--- src/rtl/snes_frame_sync_ctrl.sv ---
// ---------------------------------------------------------------------------
// snes_frame_sync_ctrl
//
// Per-frame SNES/HDMI lock sequencer, clocked in the SNES clock domain.
// Once per frame it halts the SNES core during the DRAM refresh window of an
// early scanline. It holds the halt until a fresh HDMI frame-start edge
// arrives, or until a cycle timeout expires, and then releases the core.
// It also reports lock status and pause-length telemetry.
//
// Ports:
//   clk              SNES system clock
//   reset            asynchronous, active-high reset
//   enable           1 = frame sync active, 0 = free-run (never pause)
//   ys[8:0]          {field, scanline}; only the scanline byte is used
//   snes_refresh     SNES DRAM refresh window (level)
//   hdmi_frame_start level from the pixel clock domain, held >= 2 clk periods
//   pause_snes       registered halt request to the SNES core
//   sync_locked      1 after an HDMI-released pause, 0 after timeout/disable
//   pause_len[19:0]  cycles pause_snes was high in the last completed pause
//   timeout_count    saturating count of pauses ended by timeout
// ---------------------------------------------------------------------------
module snes_frame_sync_ctrl #(
  parameter int unsigned PAUSE_LINE     = 2,
  parameter int unsigned REARM_LINE     = 200,
  parameter int unsigned TIMEOUT_CYCLES = 400000,
  parameter int unsigned SYNC_STAGES    = 2
) (
  input  logic        clk,
  input  logic        reset,
  input  logic        enable,
  input  logic [8:0]  ys,
  input  logic        snes_refresh,
  input  logic        hdmi_frame_start,
  output logic        pause_snes,
  output logic        sync_locked,
  output logic [19:0] pause_len,
  output logic [7:0]  timeout_count
);

  localparam logic [7:0]  PAUSE_Y  = 8'(PAUSE_LINE);
  localparam logic [7:0]  REARM_Y  = 8'(REARM_LINE);
  localparam logic [19:0] CNT_LAST = 20'(TIMEOUT_CYCLES - 1);
  localparam logic [19:0] CNT_FULL = 20'(TIMEOUT_CYCLES);

  typedef enum logic [1:0] {
    IDLE   = 2'd0,
    ARMED  = 2'd1,
    PAUSED = 2'd2,
    RUN    = 2'd3
  } state_t;

  state_t                 state;
  state_t                 state_nx;
  logic [19:0]            cnt;
  logic [19:0]            cnt_nx;
  logic                   pause_nx;
  logic                   locked_nx;
  logic [19:0]            len_nx;
  logic [7:0]             tcnt_nx;
  logic [SYNC_STAGES-1:0] sync;
  logic                   fs_prev;
  logic                   fs_rise;
  logic                   ys_field_unused;

  // The field bit does not take part in line matching.
  assign ys_field_unused = ys[8];

  // Synchronize the HDMI frame-start level and keep one delayed copy for edge detection
  always_ff @(posedge clk or posedge reset) begin
    if (reset) begin
      sync    <= '0;
      fs_prev <= 1'b0;
    end else begin
      sync    <= {sync[SYNC_STAGES-2:0], hdmi_frame_start};
      fs_prev <= sync[SYNC_STAGES-1];
    end
  end

  // Only a fresh rising edge counts. The edge is never latched, so an edge seen
  // outside PAUSED is simply lost and cannot release a later pause.
  assign fs_rise = sync[SYNC_STAGES-1] & ~fs_prev;

  // Next-state and next-output logic; disable overrides every other transition
  always_comb begin
    state_nx  = state;
    cnt_nx    = cnt;
    pause_nx  = pause_snes;
    locked_nx = sync_locked;
    len_nx    = pause_len;
    tcnt_nx   = timeout_count;
    if (!enable) begin
      state_nx  = IDLE;
      pause_nx  = 1'b0;
      locked_nx = 1'b0;
    end else begin
      case (state)
        IDLE: begin
          state_nx = ARMED;
          pause_nx = 1'b0;
        end
        ARMED: begin
          if ((ys[7:0] == PAUSE_Y) && snes_refresh) begin
            state_nx = PAUSED;
            pause_nx = 1'b1;
            cnt_nx   = 20'd0;
          end else begin
            state_nx = ARMED;
          end
        end
        PAUSED: begin
          // cnt lags the number of high cycles by one, so the release edge
          // reports cnt+1 as the exact length of the pause.
          cnt_nx = cnt + 20'd1;
          if (fs_rise) begin
            state_nx  = RUN;
            pause_nx  = 1'b0;
            len_nx    = cnt + 20'd1;
            locked_nx = 1'b1;
          end else if (cnt == CNT_LAST) begin
            state_nx  = RUN;
            pause_nx  = 1'b0;
            len_nx    = CNT_FULL;
            locked_nx = 1'b0;
            if (timeout_count == 8'hFF) begin
              tcnt_nx = timeout_count;
            end else begin
              tcnt_nx = timeout_count + 8'd1;
            end
          end else begin
            state_nx = PAUSED;
          end
        end
        RUN: begin
          pause_nx = 1'b0;
          if (ys[7:0] == REARM_Y) begin
            state_nx = ARMED;
          end else begin
            state_nx = RUN;
          end
        end
        default: begin
          state_nx  = IDLE;
          pause_nx  = 1'b0;
          locked_nx = 1'b0;
        end
      endcase
    end
  end

  // State, counter and registered outputs
  always_ff @(posedge clk or posedge reset) begin
    if (reset) begin
      state         <= IDLE;
      cnt           <= 20'd0;
      pause_snes    <= 1'b0;
      sync_locked   <= 1'b0;
      pause_len     <= 20'd0;
      timeout_count <= 8'd0;
    end else begin
      state         <= state_nx;
      cnt           <= cnt_nx;
      pause_snes    <= pause_nx;
      sync_locked   <= locked_nx;
      pause_len     <= len_nx;
      timeout_count <= tcnt_nx;
    end
  end

endmodule

--- config.mk ---
export PLATFORM = sky130hd
export DESIGN_NAME = snes_frame_sync_ctrl
export DESIGN_NICKNAME = d
export VERILOG_FILES = /design/src/rtl/snes_frame_sync_ctrl.sv
export SDC_FILE = /design/constraint.sdc
export NUM_CORES = 1
export LEC_CHECK = 0
export ABC_AREA = 1
export BUFFER_PORTS_ARGS = -buffer_cell sky130_fd_sc_hd__buf_2
export CORE_ASPECT_RATIO = 0.75
export CORE_MARGIN = 5
export CORE_UTILIZATION = 57
export DETAILED_ROUTE_END_ITERATION = 12
export HOLD_SLACK_MARGIN = 0.12
export PLACE_DENSITY_LB_ADDON = 0.12
export SETUP_SLACK_MARGIN = 0.5
export SYNTH_ARGS = -nofsm -noshare
export SYNTH_HDL_FRONTEND = slang
export SYNTH_SLANG_ARGS = --single-unit
--- constraint.sdc ---
create_clock -name clk -period 1.83 [get_ports clk]
set_input_delay 0 -clock clk [delete_from_list [all_inputs] [get_ports clk]]
set_output_delay 0 -clock clk [all_outputs]
set_load 0.01 [all_outputs]
Word level (Yosys, flattened, before mapping)
Cells that the tools add are included.

word-level totals
  flip-flop bits (word level) = 55
  input bits = 14
  output and inout bits = 30
  logic and storage cells = 54

operators by class
  add/sub/neg operators = 2
  eq/ne operators = 12
  muxes and demuxes = 18
  bitwise operators = 4
  reduce and logical (&&, ||, !) cells = 10

operator list
  operator                 count
  $mux W20                 3
  $pmux W20 S2             1
  $add A20 B1 Y20 const B  1
  $eq A20 B19 Y1 const B   1
  $eq A8 B8 Y1 const B     2
  $mux W1                  9
  $add A8 B1 Y8 const B    1
  $eq A8 B2 Y1 const B     1
  $pmux W2 S4              1
  $mux W2                  3
  $reduce_and A3 Y1        2
  $reduce_and A5 Y1        1
  $eq A2 B2 Y1 const B     2
  $ne A4 B4 Y1 const B     1
  $reduce_and A2 Y1        2
  $reduce_bool A2 Y1       2
  $ne A3 B1 Y1 const B     1
  $ne A3 B3 Y1 const B     1
  $not A1 Y1               3
  $pmux W1 S3              1
  $eq A2 B1 Y1 const B     1
  $logic_not A2 Y1         1
  $ne A2 B1 Y1 const B     1
  $ne A2 B2 Y1 const B     1
  other kinds (3)          3

Depth between registers and ports, before layout
  word-level depth = 5
  mapped depth = 10
  depth with buffers taken out = 10

Least setup slack after synthesis
No wires, ideal clock.

  kind = reg-to-reg
  start = register cnt[0]
  end = register timeout_count[2]
  setup time = 123 ps
  arrival time = 1443 ps
  required time = 1707 ps
  slack = 263 ps
  stages on the path, launching flop included = 9
  path buffers = 0
  clock period less this slack = 1567 ps
  cells stage by stage = dfrtp_1 -> ha_1 -> nand3_2 -> clkinv_2 -> nand3_2 -> nor2_4 -> nand2_1 -> o21ai_0 -> nand2_1

on the way
  longest elaborated chain between the ends = 2

RTL lines
  element                             line  source
  start: declaration                  54    logic [19:0] cnt;
  start signal: assignment            161   cnt <= cnt_nx;
  $eq A20 B19 Y1                      119   end else if (cnt == CNT_LAST) begin
  $reduce_and A5 Y1 (no source line)  --
  end signal: assignment              165   timeout_count <= tcnt_nx;
  end: declaration                    37    output logic [7:0] timeout_count

No other way between the ends.
A chain may end at the register's enable or synchronous reset.

Final worst setup path
  start = register state[0]
  end = register cnt[14]

on the way
  longest elaborated chain between the ends = 3
  elaborated cells on any way between the ends = 6
  classes of those cells = eq/ne: 3; mux: 1; reduce/logical: 2

RTL lines
  element                                                                     line  source
  start: declaration                                                          52    state_t state;
  start signal: assignment                                                    160   state <= state_nx;
  $eq A2 B1 Y1 / $eq A2 B2 Y1 (equally long branches)                         96    case (state)
  $ne A2 B2 Y1 (no source line) / $reduce_bool A2 Y1 (equally long branches)  --
  $reduce_and A3 Y1 (no source line)                                          --

Parallel ways exist; a longest one is shown, timed or not.

==> impl_metrics.yaml <==
clocking:
  clk_pin_slew_ns: 0.11
  cts_tree: "built"
  clockBufferDepth: 2
  clkLatencyLatePin_ns: 0.32
  cts_num_sinks: 55
  numCtsBuffers: 5
  cts_root_buf: "clkbuf_8"
  htreeDepth: 2
layout:
  layout-drive-gt1-share: 0.399
  syn_to_final_growth_pct: 49.2
  fill_cells: 274
  stdcell_count: 621
  layout.nets: 561
  fin_util: 0.868
  num_antenna_cells: 0
logic_synthesis:
  synth_compound_area_frac: 0.0245
  synth_top_family_by_area: "simple AND/OR/NAND/NOR gates"
  yosys.area_share.simple: 0.409
  synth_seq_cells: 55
  synth_cell_types: 26
  yosysWarnings: 0
  synth-adder-area-share: 0.00817
  dominantRegCellSynth: "dfrtp_1"
  synth_async_sr_flop_share: 1.00
  avgSynthCellArea_sq_um: 7.11
  synth_edf_count: 0
  synth_xor_area_frac: 0.0314
  synthesis.area_sq_um: 3060
  syn_inst: 431
  synth_fp_nets: 447
  yosysSeqAreaShare: 0.449
  synth.area.mux_share: 0
worst_setup_path:
  crit_arrival_ns: 1.82
  ff2ff_path_depth: 8
  cp_common_cell: "nand2_1"
  slowest_delay_ns: 0.47
  critPathKind: "register to register"
  critPathCaptureType: "register"
  path_cells: "inv_2 > nor2_4 > nand4_1 > nand2_2 > nand2_8 > buf_16 > nand2_1 > nand2_1"
  crit_path_top_delay_cell: "dfrtp_1"
  required_ns: 2.04
  path_buf_inv: 2
  startpoint_type: "register"
  path_delay_family: "simple AND/OR/NAND/NOR gates"
  worstPathMaxFanout: 5
  cp.depth: 8
place:
  gp_congestion: 0.964
  dp_hpwl_microns: 5460
  portBuffers: 42
  dp_slack_ns: 0.251
  dp_cells: 544
floorplanning:
  dieArea_sq_um: 6960
  coreArea_sq_um: 5270
  die_h_microns: 73.5
  fp.dieW_microns: 94.7
  start_util: 0.582
  rows: 23
  num_io_pins: 44
timing:
  period_share: 0.878
  setup_ws_ns: 0.222
  max-slew-margin-rel: 0.584
  max_clock_freq_ghz: 0.622
  fin_worst_skew_ns: 0.0161
  finalSetupTns_ns: 0
  rsz0062_at_grt: "yes"
  worstMarginPinSlew_ns: 0.622
  hold_viol: 0
  hold-worst-slack_ns: 0.275
  fin_crit_ns: 1.61
  finalSetupViolCount: 0
  drv_slew: 0
route:
  via_per_inst: 5.94
  ant_nets: 0
  firstDrtPassIters: 8
  drc: 0
  drt_first_iter_violations: 537
  vias: 3691
  finalWirelength_microns: 12300
  wire_per_inst_microns: 19.8
global_route:
  grtUsageMet2: 0.513
  first_global_vias: 3286
  met1_usage: 0.405
  use_met3: 0.0553
  busiest_layer: "met2"
  grt.overflow.total: 0
  grt_pass1_wl_microns: 16300
  grt.total_usage: 0.308
  grt_start_max_net_pins: 31
  antenna_found_initial: 0
power_and_ir_drop:
  peakVddDrop_v: 0.000421
  p_per_area_nw_per_um2: 483
  p_leak_nw: 2.30
status:
  status: "complete, no violations"
hold_path:
  whs_path_depth: 6
  hp-class: "input pin to register"
flow_run:
  max-cap-violations: 0
what timing repair did:
item	in CTS	in global routing
pin swaps	21	13
cloned	5	1
gates resized for setup	72	53
buffers inserted	35	20
setup endpoints to repair	51	52
hold buffers	8	0
endpoints found under the hold margin	30	0
final cells by class:
type	instances	area, sq um	share of cell area
Inverter	51	208	0.0454
Sequential cell	55	1390	0.304
Clock buffer	6	82.6	0.0181
Clock inverter	2	35.0	0.00766
Timing Repair Buffer	112	911	0.199
Tap cell	75	93.8	0.0205
Multi-Input combinational cell	320	1850	0.405
through the flow:
stage,cell area [sq um],power [mW]
after detailed placement,3400,1.32
after CTS,4190,2.19
after floorplan,3100,1.29
after global placement,3400,1.32
final,4570,2.21
after global routing,4570,2.28
flip-flops by register name, indices dropped and copies added (netlist names):
name           count
state              2
pause_snes         1
sync               2
pause_len         20
timeout_count      8
sync_locked        1
fs_prev            1
cnt               20
where the power goes:
| part | total [mW] | internal [mW] | leakage, nW | switching (mW) |
|---|---|---|---|---|
| logic | 0.120 | 0.0456 | 1.54 | 0.0749 |
| clock network | 0.860 | 0.444 | 0.0612 | 0.416 |
| registers | 1.23 | 1.22 | 0.703 | 0.00543 |
worst register-to-register path: stages (launching register included):
cell	delay [ns]
dfrtp_1	0.47
inv_2	0.08
nor2_4	0.12
nand4_1	0.18
nand2_2	0.21
nand2_8	0.12
buf_16	0.17
nand2_1	0.09
nand2_1	0.07
Yosys cell counts (2+ instances only):
| library cell | n | share of area |
|---|---|---|
| a21oi_1 | 7 | 0.011 |
| inv_1 | 47 | 0.058 |
| or2_2 | 3 | 0.0061 |
| ha_1 | 2 | 0.0082 |
| clkbuf_1 | 2 | 0.0025 |
| nand2_1 | 173 | 0.21 |
| nor2_2 | 3 | 0.0061 |
| xnor2_1 | 2 | 0.0057 |
| nand2_4 | 2 | 0.0073 |
| dfrtp_1 | 55 | 0.45 |
| xor2_1 | 9 | 0.026 |
| nand3_2 | 3 | 0.0098 |
| inv_2 | 3 | 0.0037 |
| nand3_1 | 32 | 0.052 |
| buf_2 | 4 | 0.0065 |
| nand3b_1 | 4 | 0.0098 |
| nand4_1 | 14 | 0.029 |
| nor2_4 | 2 | 0.0073 |
| nor3_1 | 6 | 0.0098 |
| nor2_1 | 45 | 0.055 |
| o21ai_0 | 8 | 0.013 |
path summary, 6_finish.rpt:
path	slack, ns	endpoint	from
max in group asynchronous	0.96	cnt[2]	reset
min reg2reg	0.37	sync[1]	sync[0]
max	0.22	cnt[14]	state[0]
min	0.27	pause_snes	ys[3]
min in group asynchronous	0.29	state[0]	reset
max reg2reg	0.22	cnt[14]	state[0]
kinds of logic after synthesis:
group / after synthesis
fa+ha+maj: 2
compound gates: 15
xor+xnor: 11
simple gates: 289
buf+inv: 59
flops: 55
cells in the final DEF (no fill, tap or decap), drive strengths merged:
master | netlist | layout
xnor2 | 2 | 2
nor3 | 6 | 6
or2 | 3 | 3
nor3b | 1 | 1
ha | 2 | 2
buf | 6 | 103
clkbuf | 2 | 7
nand3 | 35 | 35
nand3b | 4 | 4
xor2 | 9 | 9
dlygate4sd3 | 0 | 8
o21ai | 8 | 8
a21oi | 7 | 7
inv | 50 | 49
nor2 | 50 | 50
clkinv | 1 | 2
nand2 | 176 | 179
nand4 | 14 | 14
clkinvlp | 0 | 1
bufinv | 0 | 1
dfrtp | 55 | 55
metal layers:
layer	part of all wire	wire length, microns
met5	0	0
met4	0.057	701
met3	0.11	1360
met2	0.46	5680
met1	0.37	4570
Note: power is estimated with default switching activity, not from simulation.
